**src/rtl/rns_pkg.sv**
```systemverilog
// ---------------------------------------------------------------------------
// rns_pkg
// Shared definitions for the RNS datapath channels.
//   rns_state_e : state encoding of the sequential reduction FSM
//                 (IDLE=0, RUN=1, DONE=2)
//   RNS_M0..M2  : default channel moduli
//   RNS_PROD_W  : width of the 6x3 multiplier product feeding the reducers
// ---------------------------------------------------------------------------
package rns_pkg;

  typedef enum logic [1:0] {
    IDLE = 2'd0,
    RUN  = 2'd1,
    DONE = 2'd2
  } rns_state_e;

  localparam int RNS_M0     = 7;
  localparam int RNS_M1     = 8;
  localparam int RNS_M2     = 5;
  localparam int RNS_PROD_W = 9;

endpackage

```
**src/rtl/rns_cond_sub_step.sv**
```systemverilog
// ---------------------------------------------------------------------------
// rns_cond_sub_step
// One step of MSB-first restoring division by a constant modulus.
// Shifts the next operand bit into the partial remainder and subtracts the
// modulus when the shifted value reaches it.
//   rem_in  [OUT_W:0] : current partial remainder (always < MODULUS)
//   bit_in            : next operand bit, MSB first
//   rem_out [OUT_W:0] : next partial remainder (always < MODULUS)
//   q_bit             : quotient bit produced by this step
// Purely combinational so it can be chained for an unrolled pipeline.
// ---------------------------------------------------------------------------
module rns_cond_sub_step #(
  parameter int OUT_W   = 3,
  parameter int MODULUS = 7
) (
  input  logic [OUT_W:0] rem_in,
  input  logic           bit_in,
  output logic [OUT_W:0] rem_out,
  output logic           q_bit
);

  // The shifted value is kept one bit wider than strictly needed so the
  // whole remainder register can be shifted in without a truncation; since
  // rem_in < MODULUS <= 2**OUT_W the top bit is always zero in practice.
  localparam int T_W = OUT_W + 2;
  localparam logic [T_W-1:0] MOD_T = T_W'(MODULUS);

  logic [T_W-1:0] t;

  // Shift-in followed by an unsigned compare/subtract. t < 2*MODULUS, so a
  // single conditional subtraction always leaves a value below MODULUS.
  always_comb begin
    t       = {rem_in, bit_in};
    q_bit   = (t >= MOD_T);
    rem_out = q_bit ? (OUT_W+1)'(t - MOD_T) : t[OUT_W:0];
  end

endmodule

```
**src/rtl/rns_mod_reduce_seq.sv**
```systemverilog
// ---------------------------------------------------------------------------
// rns_mod_reduce_seq
// Sequential modular reduction of a binary product for one RNS channel.
// One operand bit is processed per clock, MSB first, producing both the
// residue (in_data mod MODULUS) and the quotient (in_data div MODULUS).
//   clk, rst     : rising-edge clock, asynchronous active-high reset
//   in_valid     : product on in_data is valid
//   in_ready     : high only in IDLE; the accept edge latches in_data
//   in_data      : IN_W-bit product
//   out_valid    : residue/quotient valid, held until out_ready
//   out_ready    : consumer accepts the result
//   out_residue  : OUT_W-bit residue
//   out_quotient : IN_W-bit quotient
// Result appears IN_W edges after the accept edge; one result per IN_W+2
// cycles when streaming with no backpressure.
// ---------------------------------------------------------------------------
module rns_mod_reduce_seq
  import rns_pkg::*;
#(
  parameter int IN_W    = RNS_PROD_W,
  parameter int OUT_W   = 3,
  parameter int MODULUS = RNS_M0
) (
  input  logic              clk,
  input  logic              rst,
  input  logic              in_valid,
  output logic              in_ready,
  input  logic [IN_W-1:0]   in_data,
  output logic              out_valid,
  input  logic              out_ready,
  output logic [OUT_W-1:0]  out_residue,
  output logic [IN_W-1:0]   out_quotient
);

  localparam int CNT_W = (IN_W > 1) ? $clog2(IN_W) : 1;

  // A modulus outside [2, 2**OUT_W] cannot be represented by the residue
  // port or would make the reduction meaningless, so refuse to elaborate.
  if (MODULUS < 2 || MODULUS > (1 << OUT_W)) begin : g_bad_modulus
    $fatal(1, "rns_mod_reduce_seq: MODULUS %0d outside [2, 2**OUT_W]", MODULUS);
  end

  rns_state_e        state_q, state_d;
  logic [IN_W-1:0]   operand_q, operand_d;
  logic [IN_W-1:0]   quot_q, quot_d;
  logic [OUT_W:0]    rem_q, rem_d;
  logic [CNT_W-1:0]  cnt_q, cnt_d;

  logic [OUT_W:0]    step_rem;
  logic              step_q_bit;

  // The datapath step always looks at the operand bit selected by the
  // counter; its result is only committed while in RUN.
  rns_cond_sub_step #(
    .OUT_W   (OUT_W),
    .MODULUS (MODULUS)
  ) u_step (
    .rem_in  (rem_q),
    .bit_in  (operand_q[cnt_q]),
    .rem_out (step_rem),
    .q_bit   (step_q_bit)
  );

  // Next-state and datapath update. Every register defaults to holding, so
  // the DONE state naturally keeps the result stable under backpressure.
  always_comb begin
    state_d   = state_q;
    operand_d = operand_q;
    quot_d    = quot_q;
    rem_d     = rem_q;
    cnt_d     = cnt_q;

    unique case (state_q)
      IDLE: begin
        if (in_valid) begin
          operand_d = in_data;
          rem_d     = '0;
          quot_d    = '0;
          cnt_d     = CNT_W'(IN_W - 1);
          state_d   = RUN;
        end
      end

      RUN: begin
        rem_d         = step_rem;
        quot_d[cnt_q] = step_q_bit;
        if (cnt_q == '0) begin
          state_d = DONE;
        end else begin
          cnt_d = cnt_q - 1'b1;
        end
      end

      DONE: begin
        // No new accept here: in_ready is low for the whole of DONE.
        if (out_ready) begin
          state_d = IDLE;
        end
      end

      default: begin
        state_d = IDLE;
      end
    endcase
  end

  // State and datapath registers; reset discards any operation in flight.
  always_ff @(posedge clk or posedge rst) begin
    if (rst) begin
      state_q   <= IDLE;
      operand_q <= '0;
      quot_q    <= '0;
      rem_q     <= '0;
      cnt_q     <= '0;
    end else begin
      state_q   <= state_d;
      operand_q <= operand_d;
      quot_q    <= quot_d;
      rem_q     <= rem_d;
      cnt_q     <= cnt_d;
    end
  end

  // Outputs come straight from registers; the remainder top bit is always
  // zero once a step has completed because the remainder stays < MODULUS.
  assign in_ready     = (state_q == IDLE);
  assign out_valid    = (state_q == DONE);
  assign out_residue  = rem_q[OUT_W-1:0];
  assign out_quotient = quot_q;

endmodule
```
**config.mk**
```make
export PLATFORM = sky130hd
export DESIGN_NAME = rns_mod_reduce_seq
export DESIGN_NICKNAME = d
export VERILOG_FILES = /design/src/rtl/rns_pkg.sv /design/src/rtl/rns_cond_sub_step.sv /design/src/rtl/rns_mod_reduce_seq.sv
export SDC_FILE = /design/constraint.sdc
export NUM_CORES = 1
export LEC_CHECK = 0
export BUFFER_PORTS_ARGS = -buffer_cell sky130_fd_sc_hd__buf_2
export CAP_MARGIN = 30
export CORE_UTILIZATION = 40
export DETAILED_ROUTE_END_ITERATION = 8
export PLACE_DENSITY = 0.67
export SETUP_SLACK_MARGIN = 0.2
export SYNTH_ARGS = -nofsm -noshare
export SYNTH_HDL_FRONTEND = slang
export SYNTH_SLANG_ARGS = --single-unit
```
**constraint.sdc**
```tcl
create_clock -name clk -period 6.8 [get_ports clk]
set_clock_uncertainty 0.05 [all_clocks]
set_input_delay 1.02 -clock clk [delete_from_list [all_inputs] [get_ports clk]]
set_output_delay 1.02 -clock clk [all_outputs]
set_load 0.05 [all_outputs]
```
; After elaboration in Yosys (flattened, before gate mapping)
; Cells that the tools add are included.
[classes]
eq_ne = 6
order_cmp = 3
mux = 17
reduce_logical = 8
add_sub_neg = 2
[op_table]
columns = cell, n
row1 = one-hot mux 9 bit (2 select lines), 1
row2 = two-way mux 4 bit, 4
row3 = one-hot mux 4 bit (2 select lines), 2
row4 = bitwise mux 9 bit, 1
row5 = two-way mux 9 bit, 1
row6 = two-way mux 2 bit, 3
row7 = inequality test 2 bit (second input constant), 3
row8 = one-hot mux 2 bit (3 select lines), 1
row9 = AND reduction 3 bit, 2
row10 = >= comparator 5 x 3 -> 1 bit (second input constant), 1
row11 = < comparator 4 x 5 -> 1 bit (second input constant), 1
row12 = binary-select mux 1 bit (select 4 bit), 1
row13 = demux 1 bit (select 4 bit), 1
row14 = >= comparator 4 x 1 -> 1 bit (second input constant), 1
row15 = logical NOT 4 bit, 1
row16 = AND reduction 2 bit, 2
row17 = subtractor 4 x 1 -> 4 bit (second input constant), 1
row18 = subtractor 4 x 3 -> 4 bit (second input constant), 1
row19 = == test 2 x 1 -> 1 bit (second input constant), 1
row20 = == test 2 bit (second input constant), 1
row21 = logical NOT 2 bit, 1
row22 = two-way mux 1 bit, 2
row23 = inequality test 2 x 1 -> 1 bit (second input constant), 1
row24 = nonzero test 2 bit, 1
row25 = logical AND 1 bit, 1
[word_totals]
inputBits = 13
ff_bits = 28
elab_cells = 41
out_inout_bits = 14

; Depth between registers and ports, before layout
; Gate-level depths: netlist of the first run.
[logic_depth]
word_depth = 6
mapped_depth = 10
ltp_nobuf = 9

; By module
; A second synthesis of the first run with hierarchy kept.
[hier_totals]
cells_unflattened = 168
hier_area_um2 = 1596.5
[by_module_without_submodules]
columns = mod, seq_area_each_um2, area_each_um2, n_inst, cells_each
row1 = rns_mod_reduce_seq, 700.7, 1488.9, 1, 149
row2 = rns_cond_sub_step, 0.0, 107.6, 1, 19

; Worst setup path before layout of the first run
; No wires, ideal clock.
[synth_path]
path_type = reg-to-reg
start = reg cnt_q[0]
end = reg rem_q[1]
setup_ns = 0.066
path_slack_ns = 4.282
t_arrival_ns = 2.402
path_buffers = 1
period_less_slack_ns = 2.518
required_ns = 6.684
path_stages_with_launch = 11
path_cell_list = dfrtp_1 buf_6 mux2_4 a222oi_1 o21ai_2 ha_1 a211o_1 a21oi_1 nor2_1 a21oi_1 a31o_1
[synth_via]
elab_chain_cells = 5
elab_cells_between_ends = 6
cone_classes = 1 x add/sub / 1 x order compare / 4 x mux
[synth_lines]
columns = element, line_no
row1 = from (decl), rns_mod_reduce_seq.sv:47  ; logic [CNT_W-1:0] cnt_q, cnt_d;
row2 = from (signal assigned), rns_mod_reduce_seq.sv:120  ; cnt_q <= cnt_d;
row3 = binary-select mux 1 bit (select 4 bit) (*), rns_mod_reduce_seq.sv:59  ; .bit_in (operand_q[cnt_q]),
row4 = two-way mux 1 bit (implied by the code) (*), rns_mod_reduce_seq.sv:59
row5 = subtractor 4 x 3 -> 4 bit or >= comparator 5 x 3 -> 1 bit (tied branches), "rns_cond_sub_step.sv:35, rns_cond_sub_step.sv:34"
row6 = two-way mux 4 bit (*), rns_cond_sub_step.sv:35  ; rem_out = q_bit ? (OUT_W+1)'(t - MOD_T) : t[OUT_W:0];
row7 = one-hot mux 4 bit (2 select lines) (*), rns_mod_reduce_seq.sv:73  ; unique case (state_q)
row8 = to (signal assigned), rns_mod_reduce_seq.sv:119  ; rem_q <= rem_d;
row9 = to (decl), rns_mod_reduce_seq.sv:46  ; logic [OUT_W:0] rem_q, rem_d;
; Mark *: on every way between the ends. The rest lies on a longest branch, timed or not. The select of a mux whose other input is x is not followed.
; A chain may end at the register's enable or synchronous reset.

; Worst setup path after layout of the first run
; Same ends and word-level chain as after synthesis.

==> summary.md, run 1 <==
| Metric | Value |
|---|---|
| Synth Register Bits | 28 |
| First-pass GRT wire length | 4.73 mm |
| # Post-CTS Setup Buffers | 0 |
| # setup viols final | 0 |
| Worst hold path class | reg2reg |
| Maximum Capacitance Violations | 0 |
| Largest net degree at the start of global routing | 26 |
| Number of I/O pins | 27 |
| Critical path class | reg2reg |
| CTS tree | done |
| Yosys warnings | 0 |
| Tcrit/Tclk final | 0.417 |
| Reg2Reg Launch Point | cnt_q[0] |
| Chip height | 62.6 µm |
| Clk buf depth | 2 |
| Tmin final | 2.84 ns |
| Routed Antenna Nets | 0 |
| Relative slew slack | 0.383 |
| Reg clk slew, reported paths | 0.13 ns |
| Leading area contributor after synthesis | dfrtp_1 |
| Status | completed |
| PostCTS Resize Cnt | 0 |
| Setup TNS | 0 ns |
| Final Util | 0.478 |
| Layout cells sized above 1 | 0.241 |
| Count leader, synth | dfrtp_1 |
| CP endpoint kind | flip-flop |
| CTS Root Cell | clkbuf_4 |
| Placement row count | 21 |
| Antenna violations before repair | 0 |
| Hold buffer count at cts | 0 |
| Top post-synthesis cells by count | 28 x dfrtp_1, 20 x nand3_1, 13 x o21ai_1 |
| Antenna Diode Count | 0 |
| Ys async rst share | 1.00 |
| Synth-to-Final Area Change | 11.2% |
| Worst hold endpoint | operand_q[0] |
| GRT Residual Overflow | 0 |
| Synthesized cell area | 0.00147 mm² |
| R2R Setup Slk | 3.96 ns |
| Clock sink total | 28 |
| DR WL/cell | 13.3 µm |
| Core area | 0.00342 mm² |
| RR Endpoint | rem_q[1] |
| Beginning of the worst hold path | operand_q[0] |
| Skew-Pair Late Insertion Delay | 0.31 ns |
| Startpoint Class | flip-flop |
| Netlist cell types | 39 |
| CTS H-tree lvls | 1 |
| Detailed-route DRC error count | 0 |
| Crit-path max FO | 10 |
| Mapped Cells | 139 |
| Power, Total | 0.847 mW |
| Critical Path AT | 3.05 ns |
| Chip width | 62.6 µm |
| GRT Util Overall | 0.151 |
| Seq/Total Area, Yosys | 0.477 |
| Fmax | 353 MHz |
| Static leakage | 0.759 nW |
| Gpl congestion | 0.787 |
| Syn Area/Cell | 10.6 µm² |
| Synth top area share | 0.477 |
| Hold Fails Final Rpt | 0 |
| Routed vias | 1077 |
| WHS Path Cells | 1 |
| Slew Limit Fails | 0 |
| P per Cell Area | 519 mW/mm² |
| Slew @ Worst Pin | 0.923 ns |
| Initial DRC Count | 44 |
| Final wirelength | 2.70 mm |
| RSZ-0062 raised after global routing | false |
| Synth Net Count | 157 |
| Detailed Routing Iterations Pass 1 | 6 |
| Number of synthesized flops with an enable pin | 0 |
| Synth area leaders | dfrtp_1 48%, mux2_1 7.7%, nand3_1 6.8%, o21ai_1 4.4%, ha_1 4.3% |
| Initial Util | 0.430 |
| Post-DP HPWL | 2.03 mm |
| Vias in the first global route | 1072 |
| Maximum vdd drop | 0.000189 V |
| CTS Buf Count | 3 |
| Nets@finish | 178 |
| Routed vias/inst | 5.28 |
| IO Port Bufs | 26 |
| Die area | 0.00392 mm² |
| R2R cell count | 9 |
| WP data required | 7.02 ns |
| Synth Flop Type | dfrtp_1 |
-- through the flow --
stage	hold WS, ns	cell area, µm²	instances	setup slack, ns
finish	0.461	1630	204	3.96
global route	0.491	1630	204	3.76
CTS	0.465	1630	204	3.97
detailed placement	0.433	1610	201	4.00
global placement	0.421	1600	200	4.13
floorplan	0.406	1470	139	4.28
-- kinds of logic (layout without fill, tap and decap cells) --
family          count (synthesis)  in the layout  share of synthesized area
mux                            14             14                      0.112
simple gates                   44             44                      0.160
buf+inv                        16             35                     0.0545
fa+ha+maj                       5              5                     0.0426
flops                          28             28                      0.477
xor+xnor                        1              1                    0.00596
compound gates                 31             31                      0.148
-- power breakdown --
| part | internal [mW] | switching [mW] | total [mW] |
|---|---|---|---|
| registers | 0.239 | 0.0790 | 0.318 |
| clock network | 0.0207 | 0.0443 | 0.0650 |
| logic | 0.169 | 0.295 | 0.464 |
-- placed cells by master (no fill, tap or decap), drive strengths merged, types with 2 or more instances in the layout --
master and n:
dfrtp 28, ha 5, clkbuf 3, nand2b 2
inv 5, nand3 20, a21oi 2, a211oi 2
o21ai 17, mux2 13, nor2b 4, nor3b 2
buf 27, nor2 5, nand2 6
-- flip-flops by register name, indices dropped and copies added, names as in the netlist --
signal and flops:
out_quotient 9, state_q 2, operand_q 9, cnt_q 4, rem_q 4
-- worst max-delay path by stage --
stage / start / to / slack [ns] / cells after the start
2_1_floorplan: cnt_q[0] / rem_q[1] / 4.28 / 10
3_3_place_gp: cnt_q[0] / rem_q[1] / 4.13 / 9
3_5_place_dp: cnt_q[0] / rem_q[1] / 4.00 / 9
4_1_cts: cnt_q[0] / rem_q[1] / 3.97 / 9
5_1_grt: cnt_q[0] / rem_q[1] / 3.76 / 9
6_report: cnt_q[0] / rem_q[1] / 3.96 / 9
-- per-layer routing --
metal  vias to the layer above  global-route usage  routed length (µm)
met5                         -                   0                   0
met4                         0              0.0669                  48
met3                         4              0.0237                 112
met2                        33               0.268                1370
met1                       505               0.180                1180
li1                        535                   -                   -
-- critical path, cell delays in order, from the launching register on --
cell	delay, ns
dfrtp_1	0.58
mux2_4	0.33
a222oi_1	0.45
o21ai_2	0.21
ha_1	0.27
a211o_1	0.37
a21oi_1	0.20
nor2_1	0.06
a21oi_1	0.15
a31o_1	0.11
-- area by class of cell --
class / count / area [µm²]
inverter: 5 / 18.8
fill: 350 / 1780
tap: 46 / 57.6
sequential: 28 / 701
timing repair buffer: 27 / 145
clock buffer: 3 / 22.5
multi-input combinational: 95 / 688
Note: power is estimated with default switching activity, not from simulation.
==> inputs of run 2 (changes only) <==
- PLACE_DENSITY: 0.67 -> 0.69
- clock period: 6.8 -> 2.6 ns (I/O delays scaled with it)
==> run 2 against run 1 <==
  * Register-to-register slack lost 3.8 ns
  * Global-route usage shrank 0.21 points
  * Count of clock-buffer cells in the layout grew 1
  * Cell count grew 4.4%
  * Sequential cell count is the same
  * Setup slack lost 3.8 ns
  * Via count grew 4.9%
  * Core utilization grew 4.0 points
  * Maximum frequency grew 15%
  * Die area is the same
  * Non-clock buffer count grew 7
  * Critical path depth grew 1
  * Largest power group unchanged
==> summary.md, run 2 (synthesized netlist as in run 1, its figures left out) <==
| Metric | Value |
|---|---|
| Critical Path AT | 2.68 ns |
| # setup viols final | 0 |
| Clk buf depth | 2 |
| Crit-path max FO | 5 |
| Hold Fails Final Rpt | 0 |
| WP data required | 2.82 ns |
| Skew-Pair Late Insertion Delay | 0.33 ns |
| Chip width | 62.6 µm |
| Final wirelength | 2.85 mm |
| Worst Setup Slack, final | 0.138 ns |
| CP top delay family | compound AO/OA/AOI/OAI gates |
| Critical path's largest stage delay | 0.44 ns |
| P per Cell Area | 1430 mW/mm² |
| Crit path max-delay cell type | dfrtp_1 |
| Net load switching power | 1.24 mW |
| Hold buffer count at cts | 0 |
| Clock Power Share | 0.082 |
| Initial DRC Count | 38 |
| Nets@finish | 186 |
| Maximum vdd drop | 0.000692 V |
| Setup TNS | 0 ns |
| Clock sink total | 28 |
| RSZ-0062 raised after global routing | true |
| Synth-to-Final Area Change | 20.5% |
| Crit path buf inv count | 1 |
| Vias in the first global route | 1035 |
| Reg clk slew, reported paths | 0.14 ns |
| GRT Util Overall | 0.149 |
| Power, Total | 2.53 mW |
| Cells along the critical path | mux2_4 > a222oi_1 > buf_4 > o21ai_4 > ha_4 > a211o_4 > a21oi_4 > nor2_2 > a21oi_2 > a31o_1 |
| CTS Buf Count | 3 |
| DR WL/cell | 13.4 µm |
| Slew @ Worst Pin | 0.688 ns |
| CTS Root Cell | clkbuf_4 |
| Placement row count | 21 |
| GRT Residual Overflow | 0 |
| Layout cells sized above 1 | 0.341 |
| Static leakage | 0.810 nW |
| Number of I/O pins | 27 |
| CTS tree | done |
| CTS H-tree lvls | 1 |
| Share of power burned in registers | 0.324 |
| Critical path class | reg2reg |
| Antenna violations before repair | 0 |
| Status | completed |
| Detailed Routing Iterations Pass 1 | 4 |
| Hold WS | 0.0421 ns |
| Gpl congestion | 0.803 |
| IO Port Bufs | 26 |
| Slew Limit Fails | 0 |
| Core area | 0.00342 mm² |
| CP endpoint kind | flip-flop |
| Routed vias/inst | 5.31 |
| Maximum Capacitance Violations | 0 |
| Detailed-route DRC error count | 0 |
| Tcrit/Tclk final | 0.947 |
| Worst path depth | 10 |
| Routed Antenna Nets | 0 |
| Post-DP HPWL | 1.95 mm |
| Gate power share | 0.594 |
| Routed vias | 1130 |
| Largest net degree at the start of global routing | 29 |
| Antenna Diode Count | 0 |
| Tmin final | 2.46 ns |
| First-pass GRT wire length | 4.64 mm |
| R2R cell count | 10 |
| Die area | 0.00392 mm² |
| DP Worst Slack | 0.130 ns |
| Commonest non-fill, non-tap cell in the layout | dfrtp_1 |
| Worst hold path class | in2async |
| Chip height | 62.6 µm |
| Int Pwr | 1.29 mW |
| Startpoint Class | flip-flop |
| Most frequent cells in the layout | 28 x dfrtp_1, 26 x buf_2, 20 x nand3_1 |
| Relative slew slack | 0.540 |
| Fmax | 406 MHz |
| Switching Share | 0.490 |
| Initial Util | 0.430 |
[run 2: changes by cell type in the layout (fill, tap and decap cells not counted), sizes merged]
cell    previous run  this run
a31oi              1         2
clkbuf             3         4
buf               27        34
[run 2: cell type report]
cell class                 count  area (µm²)
fill                         314        1650
multi-input combinational     96         767
sequential                    28         701
timing repair buffer          34         190
tap                           46        57.6
clock buffer                   4        36.3
inverter                       5        18.8
[run 2: per-stage QoR]
step / util / instance area [µm²] / instances
final: 0.518 / 1770 / 213
after global routing: 0.518 / 1770 / 213
after CTS: 0.497 / 1700 / 212
after detailed placement: 0.484 / 1650 / 207
after global placement: 0.484 / 1650 / 207
after floorplan: - / 1480 / 139
[run 2: worst min-delay path, stage by stage]
cell   delay, ns
buf_2       0.09
inv_1       0.04
buf_4       0.32
[run 2: path summary, 6_finish.rpt]
kind,startpoint,slack (ns),endpoint
worst min-delay path,rst,0.04,state_q[1]
worst min register to register,operand_q[1],0.46,operand_q[1]
max in group asynchronous,rst,2.19,cnt_q[0]
min in group clk,out_ready,0.17,state_q[1]
worst max-delay path,cnt_q[0],0.14,rem_q[1]
worst max register to register,cnt_q[0],0.14,rem_q[1]
[run 2: what timing repair did]
action,CTS,global route
gates resized for setup,0,11
gates cloned,0,1
endpoints found under the hold margin,0,0
setup buffers,1,0
pin swaps,1,9
endpoints found under the setup margin,10,11
[run 2: layer usage]
metal | up-vias | part of all wire | track usage
met5 | - | 0 | 0
met4 | 0 | 0.0077 | 0.0349
met3 | 2 | 0.044 | 0.0420
met2 | 25 | 0.50 | 0.257
met1 | 542 | 0.45 | 0.184
li1 | 561 | - | -
[run 2: power by group through the flow]
stage / registers (mW) / clock network (mW) / logic [mW]
after floorplan: 0.902 / 0 / 0.969
after global placement: 0.792 / 0 / 1.30
after detailed placement: 0.804 / 0 / 1.33
after CTS: 0.793 / 0.220 / 1.35
after global routing: 0.849 / 0.236 / 1.64
final: 0.818 / 0.208 / 1.50
==> inputs of run 3 (changes only) <==
- RECOVER_POWER: not set -> 50
- SKIP_LAST_GASP: not set -> 1
==> run 3 against run 2 <==
  * Non-clock buffer count is the same
  * Register-to-register slack is essentially flat
  * Sequential power about the same
  * Via count stayed put
  * Sequential share of layout area rose by 0.28 points
  * Combinational power barely moved
  * Global-route usage unchanged
  * Wire length up 0.35%
  * Maximum frequency unchanged
  * Power is 0.40% lower
  * Design area decreased by 0.71%
  * Critical endpoint unchanged
  * Largest power group unchanged
==> summary.md, run 3 (synthesized netlist as in run 1, its figures left out) <==
| Metric | Value |
|---|---|
| Maximum vdd drop | 0.000691 V |
| DR WL/cell | 13.4 µm |
| Post-DP HPWL | 1.95 mm |
| Static leakage | 0.778 nW |
| Die area | 0.00392 mm² |
| Antenna Diode Count | 0 |
| Initial DRC Count | 38 |
| Synth-to-Final Area Change | 19.7% |
| GRT Residual Overflow | 0 |
| CTS H-tree lvls | 1 |
| IO Port Bufs | 26 |
| Clock sink total | 28 |
| WP data required | 2.82 ns |
| Tcrit/Tclk final | 0.947 |
| Reg clk slew, reported paths | 0.14 ns |
| Clk buf depth | 2 |
| Most frequent cells in the layout | 28 x dfrtp_1, 20 x nand3_1, 19 x buf_2 |
| CP endpoint kind | flip-flop |
| Chip height | 62.6 µm |
| Hold buffer count at cts | 0 |
| Routed Antenna Nets | 0 |
| Relative slew slack | 0.0222 |
| Crit-path max FO | 5 |
| P per Cell Area | 1430 mW/mm² |
| Crit path max-delay cell type | dfrtp_1 |
| Slew @ Worst Pin | 1.47 ns |
| Nets@finish | 186 |
| Cells along the critical path | mux2_4 > a222oi_1 > buf_4 > o21ai_4 > ha_4 > a211o_4 > a21oi_4 > nor2_2 > a21oi_2 > a31o_1 |
| Initial Util | 0.430 |
| Crit path buf inv count | 1 |
| Final wirelength | 2.86 mm |
| Worst hold path class | in2reg |
| RSZ-0062 raised after global routing | true |
| Vias in the first global route | 1035 |
| Setup TNS | 0 ns |
| Fin cells | 213 |
| CTS tree | done |
| Hold Fails Final Rpt | 0 |
| Chip width | 62.6 µm |
| Layout cells sized above 1 | 0.293 |
| Critical Path AT | 2.68 ns |
| Slew Limit Fails | 0 |
| CP top delay family | compound AO/OA/AOI/OAI gates |
| Hold WS | 0.166 ns |
| Detailed Routing Iterations Pass 1 | 4 |
| GRT Util Overall | 0.149 |
| Status | completed |
| Routed vias | 1130 |
| # placed instances | 207 |
| Fmax | 406 MHz |
| Placement row count | 21 |
| Gpl congestion | 0.803 |
| Tmin final | 2.46 ns |
| Core area | 0.00342 mm² |
| Maximum Capacitance Violations | 0 |
| Antenna violations before repair | 0 |
| Skew-Pair Late Insertion Delay | 0.33 ns |
| Power, Total | 2.52 mW |
| Detailed-route DRC error count | 0 |
| Final Util | 0.515 |
| Startpoint Class | flip-flop |
| Commonest non-fill, non-tap cell in the layout | dfrtp_1 |
| CTS Buf Count | 3 |
| # setup viols final | 0 |
| CTS Root Cell | clkbuf_4 |
| Fillcell total | 314 |
| Routed vias/inst | 5.31 |
| First-pass GRT wire length | 4.64 mm |
| Largest net degree at the start of global routing | 29 |
| Critical path class | reg2reg |
| Critical path's largest stage delay | 0.44 ns |
| Number of I/O pins | 27 |
run 3: stage by stage:
stage / worst slack (ns) / area, µm²
2_1_floorplan: 0.135 / 1480
3_3_place_gp: 0.202 / 1650
3_5_place_dp: 0.130 / 1650
4_1_cts: 0.186 / 1700
5_1_grt: 0.0154 / 1760
6_report: 0.138 / 1760
run 3: path summary, 6_finish.rpt:
| path | from | endpoint | slack, ns | cells after the start |
|---|---|---|---|---|
| worst max-delay path | cnt_q[0] | rem_q[1] | 0.14 | 10 |
| worst min-delay path | out_ready | state_q[1] | 0.17 | 2 |
| worst max register to register | cnt_q[0] | rem_q[1] | 0.14 | 10 |
| worst min register to register | operand_q[1] | operand_q[1] | 0.46 | 1 |
| max in group asynchronous | rst | cnt_q[0] | 1.17 | 3 |
| min in group asynchronous | rst | state_q[1] | 0.48 | 3 |
run 3: cell type report:
class | instances | area, µm² | area share
clock buffers | 4 | 36.3 | 0.0206
flip-flops and latches | 28 | 701 | 0.399
multi-input cells | 96 | 767 | 0.436
well taps | 46 | 57.6 | 0.0327
repair buffers | 34 | 178 | 0.101
inverters | 5 | 18.8 | 0.0107
run 3: worst reg2reg max path, stage by stage (launching register included):
cell and delay, ns:
dfrtp_1 0.44, mux2_4 0.31, a222oi_1 0.33, buf_4 0.19, o21ai_4 0.07, ha_4 0.20
a211o_4 0.39, a21oi_4 0.14, nor2_2 0.06, a21oi_2 0.14, a31o_1 0.11
run 3: metal layers:
metal	up-vias	GRT usage	part of all wire
met5	-	0	0
met4	0	0.0349	0.0077
met3	2	0.0420	0.042
met2	25	0.257	0.50
met1	542	0.184	0.45
li1	561	-	-
run 3: where the power goes:
group          switching [mW]  internal, mW  leakage, nW  total [mW]
sequential              0.195         0.625        0.352       0.820
combinational           0.922         0.566        0.405        1.49
clock                   0.122        0.0858       0.0210       0.208
total                    1.24          1.28        0.778        2.52
run 3: what timing repair did:
item | in CTS | in global routing
setup buffers | 1 | 0
setup endpoints to repair | 10 | 11
pin swaps | 1 | 9
gates cloned | 0 | 1
gates resized for setup | 0 | 11
hold endpoints to repair | 0 | 0
